## config.mk

```make
export PLATFORM = sky130hd
export DESIGN_NAME = niu_sii_dma_req_tx_flat
export DESIGN_NICKNAME = d
export VERILOG_FILES = /design/src/rtl/niu_sii_pkg.sv /design/src/rtl/niu_sii_dma_req_tx_if.sv /design/src/rtl/niu_sii_cred_cnt.sv /design/src/rtl/niu_sii_dma_req_tx.sv /design/src/flat_wrapper.sv
export SDC_FILE = /design/constraint.sdc
export NUM_CORES = 1
export LEC_CHECK = 0
export ABC_AREA = 0
export BUFFER_PORTS_ARGS = -buffer_cell sky130_fd_sc_hd__buf_2
export CORE_MARGIN = 2
export CORE_UTILIZATION = 40
export DETAILED_ROUTE_END_ITERATION = 7
export PLACE_DENSITY_LB_ADDON = 0.05
export SETUP_SLACK_MARGIN = 0.05
export SLEW_MARGIN = 15
export SYNTH_ARGS = -nofsm -noshare
export SYNTH_HDL_FRONTEND = slang
export SYNTH_SLANG_ARGS = --single-unit
export TNS_END_PERCENT = 50
```

## constraint.sdc

```tcl
create_clock -name iol2clk -period 9.8 [get_ports iol2clk]
set_input_delay 0.49 -clock iol2clk [delete_from_list [all_inputs] [get_ports iol2clk]]
set_output_delay 0.49 -clock iol2clk [all_outputs]
set_load 0.02 [all_outputs]
```

## src/rtl/niu_sii_pkg.sv

```systemverilog
// rtl/niu_sii_pkg.sv - shared types, constants and helpers for the NIU->SII DMA request transmitter
package niu_sii_pkg;

  typedef enum logic [1:0] {
    ST_IDLE    = 2'd0,
    ST_COLLECT = 2'd1,
    ST_HDR     = 2'd2,
    ST_PAYLOAD = 2'd3
  } niu_sii_state_e;

  localparam int HDR_TAG_LSB = 64;
  localparam int BEATS       = 4;

  // Header layout: tag in [79:64], zero-extended PA in [63:0], everything else zero.
  function automatic logic [127:0] build_hdr(input logic [15:0] tag, input logic [63:0] pa);
    logic [127:0] h;
    h = '0;
    h[HDR_TAG_LSB +: 16] = tag;
    h[63:0] = pa;
    return h;
  endfunction

  // Odd parity per 16-bit lane: an all-zero lane yields a 1.
  function automatic logic [7:0] calc_par(input logic [127:0] d);
    logic [7:0] p;
    for (int i = 0; i < 8; i++) begin
      p[i] = ~^d[16*i +: 16];
    end
    return p;
  endfunction

endpackage

```

## src/rtl/niu_sii_dma_req_tx_if.sv

```systemverilog
// rtl/niu_sii_dma_req_tx_if.sv - DMA request, write beat, SII credit and SII transmit bundle
interface niu_sii_dma_req_tx_if #(
  parameter int PA_W  = 40,
  parameter int TAG_W = 16
) ();

  logic             req_vld;
  logic             req_rdy;
  logic             req_wr;
  logic             req_bypass;
  logic [TAG_W-1:0] req_tag;
  logic [PA_W-1:0]  req_pa;

  logic             wdata_vld;
  logic             wdata_rdy;
  logic [127:0]     wdata;
  logic [15:0]      wdata_be;

  logic             sii_niu_oqdq;
  logic             sii_niu_bqdq;

  logic             niu_sii_hdr_vld;
  logic             niu_sii_reqbypass;
  logic             niu_sii_datareq;
  logic             niu_sii_datareq16;
  logic [127:0]     niu_sii_data;
  logic [7:0]       niu_sii_parity;
  logic [15:0]      niu_sii_be;
  logic             cred_err;

  modport master (
    output req_vld, req_wr, req_bypass, req_tag, req_pa,
    output wdata_vld, wdata, wdata_be,
    output sii_niu_oqdq, sii_niu_bqdq,
    input  req_rdy, wdata_rdy,
    input  niu_sii_hdr_vld, niu_sii_reqbypass, niu_sii_datareq, niu_sii_datareq16,
    input  niu_sii_data, niu_sii_parity, niu_sii_be, cred_err
  );

  modport slave (
    input  req_vld, req_wr, req_bypass, req_tag, req_pa,
    input  wdata_vld, wdata, wdata_be,
    input  sii_niu_oqdq, sii_niu_bqdq,
    output req_rdy, wdata_rdy,
    output niu_sii_hdr_vld, niu_sii_reqbypass, niu_sii_datareq, niu_sii_datareq16,
    output niu_sii_data, niu_sii_parity, niu_sii_be, cred_err
  );

endinterface

```

## src/rtl/niu_sii_cred_cnt.sv

```systemverilog
// rtl/niu_sii_cred_cnt.sv - saturating SII queue credit counter with sticky overflow error
module niu_sii_cred_cnt #(
  parameter int MAX = 16
) (
  input  logic iol2clk,
  input  logic rst,
  input  logic inc,
  input  logic dec,
  output logic avail,
  output logic err
);

  localparam int W = $clog2(MAX + 1);

  logic [W-1:0] cnt_q;
  logic         err_q;

  // Credit count: simultaneous inc/dec cancel; inc at MAX holds and flags an error.
  always_ff @(posedge iol2clk) begin
    if (rst) begin
      cnt_q <= W'(MAX);
      err_q <= 1'b0;
    end else begin
      case ({inc, dec})
        2'b10: begin
          if (cnt_q == W'(MAX)) begin
            err_q <= 1'b1;
          end else begin
            cnt_q <= cnt_q + W'(1);
          end
        end
        2'b01: begin
          if (cnt_q != '0) begin
            cnt_q <= cnt_q - W'(1);
          end
        end
        default: begin
        end
      endcase
    end
  end

  assign avail = (cnt_q != '0);
  assign err   = err_q;

endmodule

```

## src/rtl/niu_sii_dma_req_tx.sv

```systemverilog
// rtl/niu_sii_dma_req_tx.sv - NIU DMA request transmitter to SII (optional NIU_SII_PAR_INJ_EN parity injection)
module niu_sii_dma_req_tx
  import niu_sii_pkg::*;
#(
  parameter int OQ_CREDITS = 16,
  parameter int BQ_CREDITS = 16,
  parameter int PA_W       = 40,
  parameter int TAG_W      = 16
) (
  input logic iol2clk,
  input logic rst,
`ifdef NIU_SII_PAR_INJ_EN
  input logic inj_par_err,
`endif
  niu_sii_dma_req_tx_if.slave bus
);

  niu_sii_state_e state_q, state_d;

  logic [TAG_W-1:0] tag_q;
  logic [PA_W-1:0]  pa_q;
  logic             wr_q;
  logic             byp_q;

  logic [127:0] wbuf_data [BEATS];
  logic [15:0]  wbuf_be   [BEATS];
  logic [1:0]   beat_q;

  logic req_rdy, wdata_rdy;
  logic req_acc, beat_acc;
  logic issue, payload;
  logic cred_ok;
  logic oq_avail, bq_avail, oq_err, bq_err;
  logic inj_flip;

  logic [15:0]  tag_ext;
  logic [63:0]  pa_ext;
  logic [127:0] data_d;
  logic [15:0]  be_d;

  assign cred_ok  = byp_q ? bq_avail : oq_avail;
  assign req_acc  = bus.req_vld & req_rdy;
  assign beat_acc = bus.wdata_vld & wdata_rdy;

  assign bus.req_rdy   = req_rdy;
  assign bus.wdata_rdy = wdata_rdy;

  // FSM next state and handshake decode; ready signals are forced low during reset.
  always_comb begin
    state_d   = state_q;
    req_rdy   = 1'b0;
    wdata_rdy = 1'b0;
    issue     = 1'b0;
    payload   = 1'b0;
    case (state_q)
      ST_IDLE: begin
        req_rdy = 1'b1;
        if (bus.req_vld) begin
          state_d = bus.req_wr ? ST_COLLECT : ST_HDR;
        end
      end
      ST_COLLECT: begin
        wdata_rdy = 1'b1;
        if (bus.wdata_vld && beat_q == 2'd3) begin
          state_d = ST_HDR;
        end
      end
      ST_HDR: begin
        if (cred_ok) begin
          issue = 1'b1;
          if (wr_q) begin
            state_d = ST_PAYLOAD;
          end else begin
            req_rdy = 1'b1;
            if (bus.req_vld) begin
              state_d = bus.req_wr ? ST_COLLECT : ST_HDR;
            end else begin
              state_d = ST_IDLE;
            end
          end
        end
      end
      ST_PAYLOAD: begin
        payload = 1'b1;
        if (beat_q == 2'd3) begin
          state_d = ST_IDLE;
        end
      end
      default: state_d = ST_IDLE;
    endcase
    if (rst) begin
      req_rdy   = 1'b0;
      wdata_rdy = 1'b0;
    end
  end

  // FSM state register.
  always_ff @(posedge iol2clk) begin
    if (rst) begin
      state_q <= ST_IDLE;
    end else begin
      state_q <= state_d;
    end
  end

  // Latch the request fields on acceptance.
  always_ff @(posedge iol2clk) begin
    if (rst) begin
      tag_q <= '0;
      pa_q  <= '0;
      wr_q  <= 1'b0;
      byp_q <= 1'b0;
    end else if (req_acc) begin
      tag_q <= bus.req_tag;
      pa_q  <= bus.req_pa;
      wr_q  <= bus.req_wr;
      byp_q <= bus.req_bypass;
    end
  end

  // Beat pointer: fills the buffer in COLLECT, replays it in PAYLOAD; reset empties the buffer.
  always_ff @(posedge iol2clk) begin
    if (rst) begin
      beat_q <= 2'd0;
    end else if (beat_acc || payload) begin
      beat_q <= beat_q + 2'd1;
    end
  end

  // Payload storage needs no reset: it is only replayed after four fresh beats.
  always_ff @(posedge iol2clk) begin
    if (beat_acc) begin
      wbuf_data[beat_q] <= bus.wdata;
      wbuf_be[beat_q]   <= bus.wdata_be;
    end
  end

  niu_sii_cred_cnt #(.MAX(OQ_CREDITS)) u_oq_cred (
    .iol2clk (iol2clk),
    .rst     (rst),
    .inc     (bus.sii_niu_oqdq),
    .dec     (issue & ~byp_q),
    .avail   (oq_avail),
    .err     (oq_err)
  );

  niu_sii_cred_cnt #(.MAX(BQ_CREDITS)) u_bq_cred (
    .iol2clk (iol2clk),
    .rst     (rst),
    .inc     (bus.sii_niu_bqdq),
    .dec     (issue & byp_q),
    .avail   (bq_avail),
    .err     (bq_err)
  );

`ifdef NIU_SII_PAR_INJ_EN
  logic inj_arm_q;

  // One-shot parity corruption: armed by a pulse, consumed by the next header.
  always_ff @(posedge iol2clk) begin
    if (rst) begin
      inj_arm_q <= 1'b0;
    end else if (inj_par_err) begin
      inj_arm_q <= 1'b1;
    end else if (issue) begin
      inj_arm_q <= 1'b0;
    end
  end

  assign inj_flip = inj_arm_q & issue;
`else
  assign inj_flip = 1'b0;
`endif

  // Zero-extend latched fields into the fixed header slots.
  always_comb begin
    tag_ext = '0;
    pa_ext  = '0;
    tag_ext[TAG_W-1:0] = tag_q;
    pa_ext[PA_W-1:0]   = pa_q;
  end

  // Next value of the SII data bus: header, payload beat, or idle zero.
  always_comb begin
    data_d = '0;
    be_d   = '0;
    if (issue) begin
      data_d = build_hdr(tag_ext, pa_ext);
    end else if (payload) begin
      data_d = wbuf_data[beat_q];
      be_d   = wbuf_be[beat_q];
    end
  end

  // Registered SII outputs and sticky credit error.
  always_ff @(posedge iol2clk) begin
    if (rst) begin
      bus.niu_sii_hdr_vld   <= 1'b0;
      bus.niu_sii_reqbypass <= 1'b0;
      bus.niu_sii_datareq   <= 1'b0;
      bus.niu_sii_datareq16 <= 1'b0;
      bus.niu_sii_data      <= '0;
      bus.niu_sii_parity    <= '0;
      bus.niu_sii_be        <= '0;
      bus.cred_err          <= 1'b0;
    end else begin
      bus.niu_sii_hdr_vld   <= issue;
      bus.niu_sii_reqbypass <= issue & byp_q;
      bus.niu_sii_datareq   <= issue & wr_q;
      bus.niu_sii_datareq16 <= 1'b0;
      bus.niu_sii_data      <= data_d;
      bus.niu_sii_parity    <= calc_par(data_d) ^ {7'b0, inj_flip};
      bus.niu_sii_be        <= be_d;
      bus.cred_err          <= bus.cred_err | oq_err | bq_err;
    end
  end

endmodule

```

## src/flat_wrapper.sv

```systemverilog
// flat-port wrapper written by rule: the top's interface ports become plain ports
module niu_sii_dma_req_tx_flat import niu_sii_pkg::*;
#(
  parameter int OQ_CREDITS = 16,
  parameter int BQ_CREDITS = 16,
  parameter int PA_W       = 40,
  parameter int TAG_W      = 16
)
  (iol2clk, rst, bus_req_vld, bus_req_wr, bus_req_bypass, bus_req_tag, bus_req_pa, bus_wdata_vld, bus_wdata, bus_wdata_be, bus_sii_niu_oqdq, bus_sii_niu_bqdq, bus_req_rdy, bus_wdata_rdy, bus_niu_sii_hdr_vld, bus_niu_sii_reqbypass, bus_niu_sii_datareq, bus_niu_sii_datareq16, bus_niu_sii_data, bus_niu_sii_parity, bus_niu_sii_be, bus_cred_err);
  niu_sii_dma_req_tx_if #(.PA_W(PA_W), .TAG_W(TAG_W)) bus_i ();
  input logic iol2clk;
  input logic rst;
  input wire logic [$bits(bus_i.req_vld)-1:0] bus_req_vld;
  input wire logic [$bits(bus_i.req_wr)-1:0] bus_req_wr;
  input wire logic [$bits(bus_i.req_bypass)-1:0] bus_req_bypass;
  input wire logic [$bits(bus_i.req_tag)-1:0] bus_req_tag;
  input wire logic [$bits(bus_i.req_pa)-1:0] bus_req_pa;
  input wire logic [$bits(bus_i.wdata_vld)-1:0] bus_wdata_vld;
  input wire logic [$bits(bus_i.wdata)-1:0] bus_wdata;
  input wire logic [$bits(bus_i.wdata_be)-1:0] bus_wdata_be;
  input wire logic [$bits(bus_i.sii_niu_oqdq)-1:0] bus_sii_niu_oqdq;
  input wire logic [$bits(bus_i.sii_niu_bqdq)-1:0] bus_sii_niu_bqdq;
  output wire logic [$bits(bus_i.req_rdy)-1:0] bus_req_rdy;
  output wire logic [$bits(bus_i.wdata_rdy)-1:0] bus_wdata_rdy;
  output wire logic [$bits(bus_i.niu_sii_hdr_vld)-1:0] bus_niu_sii_hdr_vld;
  output wire logic [$bits(bus_i.niu_sii_reqbypass)-1:0] bus_niu_sii_reqbypass;
  output wire logic [$bits(bus_i.niu_sii_datareq)-1:0] bus_niu_sii_datareq;
  output wire logic [$bits(bus_i.niu_sii_datareq16)-1:0] bus_niu_sii_datareq16;
  output wire logic [$bits(bus_i.niu_sii_data)-1:0] bus_niu_sii_data;
  output wire logic [$bits(bus_i.niu_sii_parity)-1:0] bus_niu_sii_parity;
  output wire logic [$bits(bus_i.niu_sii_be)-1:0] bus_niu_sii_be;
  output wire logic [$bits(bus_i.cred_err)-1:0] bus_cred_err;
  assign bus_i.req_vld = bus_req_vld;
  assign bus_i.req_wr = bus_req_wr;
  assign bus_i.req_bypass = bus_req_bypass;
  assign bus_i.req_tag = bus_req_tag;
  assign bus_i.req_pa = bus_req_pa;
  assign bus_i.wdata_vld = bus_wdata_vld;
  assign bus_i.wdata = bus_wdata;
  assign bus_i.wdata_be = bus_wdata_be;
  assign bus_i.sii_niu_oqdq = bus_sii_niu_oqdq;
  assign bus_i.sii_niu_bqdq = bus_sii_niu_bqdq;
  assign bus_req_rdy = bus_i.req_rdy;
  assign bus_wdata_rdy = bus_i.wdata_rdy;
  assign bus_niu_sii_hdr_vld = bus_i.niu_sii_hdr_vld;
  assign bus_niu_sii_reqbypass = bus_i.niu_sii_reqbypass;
  assign bus_niu_sii_datareq = bus_i.niu_sii_datareq;
  assign bus_niu_sii_datareq16 = bus_i.niu_sii_datareq16;
  assign bus_niu_sii_data = bus_i.niu_sii_data;
  assign bus_niu_sii_parity = bus_i.niu_sii_parity;
  assign bus_niu_sii_be = bus_i.niu_sii_be;
  assign bus_cred_err = bus_i.cred_err;
  niu_sii_dma_req_tx #(.OQ_CREDITS(OQ_CREDITS), .BQ_CREDITS(BQ_CREDITS), .PA_W(PA_W), .TAG_W(TAG_W)) u_core (.iol2clk(iol2clk), .rst(rst), .bus(bus_i));
endmodule
```

---- Word level (Yosys, flattened, before mapping) ----
Memories as Yosys holds them, arrays and structs flattened. A register that Yosys moved wholly into a read port is not among the register bits.
Cells that the tools add are included.
cells by class
  add/sub/neg operators ................... 5
  equality and inequality tests ........... 18
  muxes and demuxes ....................... 30
  bitwise operators ....................... 9
  reduce and logical (&&, ||, !) cells .... 21
operator list
  operator                                               count
  two-way mux 128 bit                                    2
  XNOR reduction 16 bit                                  8
  two-way mux 5 bit                                      4
  case mux 5 bit (2 select lines)                        2
  two-way mux 2 bit                                      9
  two-way mux 1 bit                                      11
  adder 5 x 1 -> 5 bit, second input constant            2
  == test 2 bit, second input constant                   5
  == test 5 bit, second input constant                   2
  inequality test 2 x 1 -> 1 bit, second input constant  5
  nonzero test 5 bit                                     2
  subtractor 5 x 1 -> 5 bit, second input constant       2
  case mux 2 bit (4 select lines)                        1
  == test 2 x 1 -> 1 bit, second input constant          3
  inequality test 2 bit, second input constant           3
  AND reduction 3 bit                                    2
  AND 1 bit                                              5
  AND reduction 2 bit                                    2
  AND reduction 4 bit                                    1
  nonzero test 2 bit                                     2
  OR reduction 3 bit                                     1
  adder 2 x 1 -> 2 bit, second input constant            1
  logical NOT 2 bit                                      1
  inverter 1 bit                                         2
  other kinds (4)                                        5
word-level totals
  flip-flop bits (word level) ............. 214
  memory bits (writable) .................. 576
  bits of input ports ..................... 208
  output and inout port bits .............. 159
  word-level logic and storage cells ...... 101
  memories ................................ 2
memory list
  name              depth  width  rd ports  clocked after memory_dff  write ports  line                      RTL
  u_core.wbuf_data  4      128    1         1                         1            niu_sii_dma_req_tx.sv:25  logic [127:0] wbuf_data [BEATS];
  u_core.wbuf_be    4      16     1         1                         1            niu_sii_dma_req_tx.sv:26  logic [15:0] wbuf_be [BEATS];

---- Logic depth before layout (Yosys ltp) ----
  depth in word-level cells ............... 8
  mapped depth ............................ 12
  mapped depth without buffers ............ 10

---- Modules after synthesis ----
Synthesis repeated with hierarchy kept, for this count alone.
second synthesis, totals
  cell total of the unflattened synthesis .. 1798
  area, all modules ....................... 29967.5 sq um
modules (own cells, without submodules)
  module              instances  cells each  area an instance (sq um)
  niu_sii_dma_req_tx  1          1710        29164.2
  niu_sii_cred_cnt    2          44          401.6

---- Worst setup path before layout ----
No wires, ideal clock.
  kind .................................... register to register
  start point ............................. register u_core.state_q[0]
  end point ............................... memory u_core.wbuf_be[1][0] (enable)
  setup time .............................. 0.522 ns
  arrival ................................. 4.649 ns
  required time ........................... 9.278 ns
  setup slack ............................. 4.629 ns
  stages on the path, launching flop included .. 4
  path buffers ............................ 0
  clock period less this slack ............ 5.171 ns
  cell sequence ........................... dfxtp_1 > inv_1 > nor3_1 > and3_1
on the way
  longest elaborated chain between the ends .. 6
RTL lines
  what                                     line                       RTL
  start: declaration                       niu_sii_dma_req_tx.sv:18   niu_sii_state_e state_q, state_d;
  start signal: assignment                 niu_sii_dma_req_tx.sv:102  state_q <= state_d;
  == test 2 x 1 -> 1 bit                   niu_sii_dma_req_tx.sv:55   case (state_q)
  two-way mux 1 bit                        niu_sii_dma_req_tx.sv:55
  two-way mux 1 bit                        niu_sii_dma_req_tx.sv:91   if (rst) begin
  via bus_wdata_rdy                        flat_wrapper.sv:24         output wire logic [$bits(bus_i.wdata_rdy)-1:0] bus_wdata_rdy;
  AND 1 bit                                niu_sii_dma_req_tx.sv:43   assign beat_acc = bus.wdata_vld & wdata_rdy;
  two-way mux 1 bit                        niu_sii_dma_req_tx.sv:132  if (beat_acc) begin
  two-way mux 1 bit (implied by the code)  niu_sii_dma_req_tx.sv:134  wbuf_be[beat_q] <= bus.wdata_be;
  end: declaration                         niu_sii_dma_req_tx.sv:26
The timed path passes the listed nets, and every way through them passes these cells.

---- Worst setup path in the final report ----
  start point ............................. register u_core.beat_q[1]
  end point ............................... memory u_core.wbuf_data[2][70] (enable)
RTL lines
  what                      line                       RTL
  start: declaration        niu_sii_dma_req_tx.sv:27   logic [1:0] beat_q;
  start signal: assignment  niu_sii_dma_req_tx.sv:126  beat_q <= beat_q + 2'd1;
  end: declaration          niu_sii_dma_req_tx.sv:25
Straight into the memory's write port.

==> impl_metrics.ini <==
[run_status]
status = completed

[critical_path]
cp-end-kind = flop
crit_required_ps = 10050
cp-startpoint = u_core.beat_q[1]
critPathLaunchType = flop
crit_end = u_core.wbuf_data[2][70]
ff2ff_path_depth = 4
r2r_start = u_core.beat_q[1]
r2r_setup_slack_ps = 5670
worstSetupPathType = reg2reg
cp.arrival_ps = 4380
r2r-end = u_core.wbuf_data[2][70]
path_max_fanout = 49

[die]
std_cell_rows = 101
io_pins = 367
dieHeight_um = 280
start_util_pct = 40.3
die_w_um = 280
dieArea_um2 = 78500
core_um2 = 75700

[timing]
fin_skew_ps = 19.4
tightest_slew_ps = 1100
rsz0062_at_grt = no
min_period_ps = 4130
timing.final.ws_setup_ps = 5670
fmax_mhz = 242
fin_crit_sh_pct = 42.2
slew_headroom_pct = 26.6
setup_viol = 0
final_max_slew_viol_count = 0
setup_tns_ps = 0
finalHoldViolations = 0

[clock_network]
htreeDepth = 3
cts_root_buf = clkbuf_16
post-cts-setup-buffer-count = 0
tritoncts = yes
clock-sinks = 808
clock_path_buffers = 3
cts_made_buffers = 88
clk_pin_slew_worst_paths_ps = 60
worstSkewPairLatency_ps = 640
hold_buffers = 0
ctsResizeCount = 0

[pwr]
p_int_mw = 5.95
combPwrFrac_pct = 7.6
vdd_drop_max_mv = 0.132
p_leak_nw = 13.1
powerDensity_nw_per_um2 = 213
switching_share_pct = 22.9
p_switching_mw = 1.76
seqPwrFrac_pct = 49.0
clock_power_share_pct = 43.4
power_mw = 7.71

[place]
pre_cts_ws_ps = 5520
io_buffers = 365
gp_congestion = 0.776
placed_area_um2 = 33200
dpl.hpwl_mm = 51.1

[detailed_routing]
final_antenna_net_count = 0
drc = 0
wl_mm = 80.1
drtIter0Drc = 1129
avgRoutedWirePerCell_um = 24.2
vias = 17438
viasPerCell = 5.26
drtPass1Iterations = 5

[finish]
fin_nets = 2474
area_delta_synth_final_pct = 18.6
design_area_um2 = 36200
fill_cells = 6567
final_layout_size_suffix_gt1_share_pct = 30.2

[global_route]
grt_usage_pct = 20.4
grt_pass1_wl_mm = 118
grt_pass1_vias = 17861
grt_max_degree = 99
top_usage_layer = met2
grt_overflow = 0
met2_usage_pct = 35.8
gr-usage-met3_pct = 4.24
antenna_found_initial = 30
grt_use_met1_pct = 25.9

[yosys]
synth-seq-cells = 808
syn_area_per_cell_um2 = 16.1
synth-edff-count = 576
ys_seq_area_share_pct = 71.9
netlist_instances = 1897
synthArstFlopShare_pct = 0
syn_area_um2 = 30500
syn_nets = 2112
yosys_warnings = 0
synth_top_flop_cell = edfxtp_1
ys_types = 52

[min_path]
hp-start = bus_req_pa[25]
whs_path_depth = 3
hp-class = in2reg

[flow_run]
drv_cap = 0
[worst max-delay path, stage by stage, from the launching register on]
cell and delay [ps]:
dfxtp_1 1040, ha_1 300, and3_4 750, buf_4 770, buf_4 760
[worst min-delay path by stage]
stage                                 endpoint  slack [ps]
after global placement    u_core.u_oq_cred.err         440
after floorplan           u_core.u_oq_cred.err         430
after global routing           u_core.pa_q[24]          30
after detailed placement  u_core.u_oq_cred.err         450
final                          u_core.pa_q[25]          40
after CTS                      u_core.pa_q[25]           3
[sequential cells by signal, indices dropped and copies added (netlist names), named ones only]
| name | flops |
|---|---|
| u_core.u_bq_cred.err | 1 |
| u_core.wbuf_be | 64 |
| u_core.bus.niu_sii_hdr_vld | 1 |
| u_core.u_bq_cred.cnt_q | 5 |
| u_core.bus.cred_err | 1 |
| u_core.bus.niu_sii_data | 128 |
| u_core.wr_q | 1 |
| u_core.byp_q | 1 |
| u_core.pa_q | 40 |
| u_core.u_oq_cred.cnt_q | 5 |
| u_core.u_oq_cred.err | 1 |
| u_core.bus.niu_sii_be | 16 |
| u_core.bus.niu_sii_datareq | 1 |
| u_core.wbuf_data | 512 |
| u_core.tag_ext | 16 |
| u_core.bus.niu_sii_parity | 8 |
| u_core.bus.niu_sii_reqbypass | 1 |
| u_core.state_q | 2 |
| u_core.beat_q | 2 |
[through the flow]
stage / hold WS (ps) / utilization (%) / std cells
2_1_floorplan: 426 / - / 1897
3_3_place_gp: 441 / 43.9 / 3147
3_5_place_dp: 448 / 43.9 / 3147
4_1_cts: 2.87 / 47.8 / 3313
5_1_grt: 33.0 / 47.8 / 3313
6_report: 41.7 / 47.8 / 3314
[power by group through the flow]
stage | Clock, mW | Combinational [mW] | Sequential, mW
final | 3.34 | 0.588 | 3.78
after global routing | 3.56 | 0.646 | 3.78
after CTS | 3.42 | 0.603 | 3.78
after detailed placement | 0 | 0.601 | 3.85
after global placement | 0 | 0.592 | 3.85
after floorplan | 0 | 0.382 | 3.85
[synthesized netlist by cell type (2+ instances only)]
cell | instances | share of area [%]
buf_1 | 11 | 0.14
mux2i_1 | 2 | 0.066
a211oi_2 | 6 | 0.25
xor2_1 | 8 | 0.23
a21oi_1 | 73 | 1.2
inv_1 | 9 | 0.11
o31a_1 | 13 | 0.37
o211ai_1 | 12 | 0.30
a21o_1 | 2 | 0.049
nor3_1 | 4 | 0.066
nand3_1 | 78 | 1.3
buf_2 | 21 | 0.34
buf_4 | 10 | 0.25
buf_6 | 10 | 0.37
nand4_1 | 6 | 0.12
xnor2_1 | 69 | 2.0
a41oi_1 | 10 | 0.29
o211a_1 | 9 | 0.30
o21a_1 | 2 | 0.049
clkbuf_1 | 66 | 0.81
and2_1 | 5 | 0.10
nand2_1 | 251 | 3.1
nor3b_2 | 3 | 0.12
a211o_1 | 10 | 0.29
nor2_1 | 44 | 0.54
and3_1 | 106 | 2.2
ha_1 | 7 | 0.29
o31ai_1 | 29 | 0.71
mux4_2 | 144 | 11
or3_1 | 3 | 0.061
nor4_4 | 2 | 0.14
dfxtp_1 | 232 | 15
o21ai_1 | 5 | 0.082
a211oi_1 | 7 | 0.17
o21ai_0 | 34 | 0.56
edfxtp_1 | 576 | 57
a41oi_2 | 3 | 0.16
[layout make-up]
| type | instances | area (um2) | area share (%) |
|---|---|---|---|
| inverter | 9 | 36.3 | 0.100 |
| multi-input combinational | 962 | 8010 | 22.1 |
| clock buffer | 124 | 2510 | 6.93 |
| clock inverter | 42 | 450 | 1.24 |
| tap | 978 | 1220 | 3.38 |
| sequential | 808 | 21900 | 60.6 |
| timing repair buffer | 390 | 2020 | 5.57 |
| antenna | 1 | 2.50 | 0.00691 |
[per-layer routing]
metal  vias up  share of wire, %
li1       8000                 -
met1      8803                41
met2       465                51
met3       158               5.6
met4        12               2.3
met5         -             0.095
[logic make-up (layout without fill, tap and decap cells)]
logic type	Yosys count	after routing	synth area share (%)
xor+xnor	78	78	2.28
other cells	1	2	0.0123
mux	146	146	10.7
simple gates	506	506	7.78
buf+inv	127	565	2.02
flops	808	808	71.9
fa+ha+maj	7	7	0.287
compound gates	224	224	5.06
[layout by cell type (no fill, tap or decap), types with 3 or more instances in the layout]
master,instances
and3_4,4
inv_1,8
nor3_1,4
o211a_1,9
clkinv_1,4
o211ai_1,12
clkbuf_1,21
nand2_1,250
clkinv_2,17
nor3b_2,3
xor2_1,8
nand4_1,6
and2_1,3
a211o_1,10
mux4_2,144
o21ai_1,5
clkbuf_16,90
clkinvlp_4,5
o21ai_0,34
xnor2_1,69
nand3_1,78
buf_4,26
a41oi_1,10
clkbuf_8,13
a41oi_2,3
ha_1,7
edfxtp_1,576
or3_1,3
dfxtp_1,230
and3_1,102
o31ai_1,29
nor2_1,43
inv_6,3
bufinv_16,7
a211oi_1,7
buf_2,364
o31a_1,13
a21oi_1,73
a211oi_2,6
(Power assumes the default switching activity.)
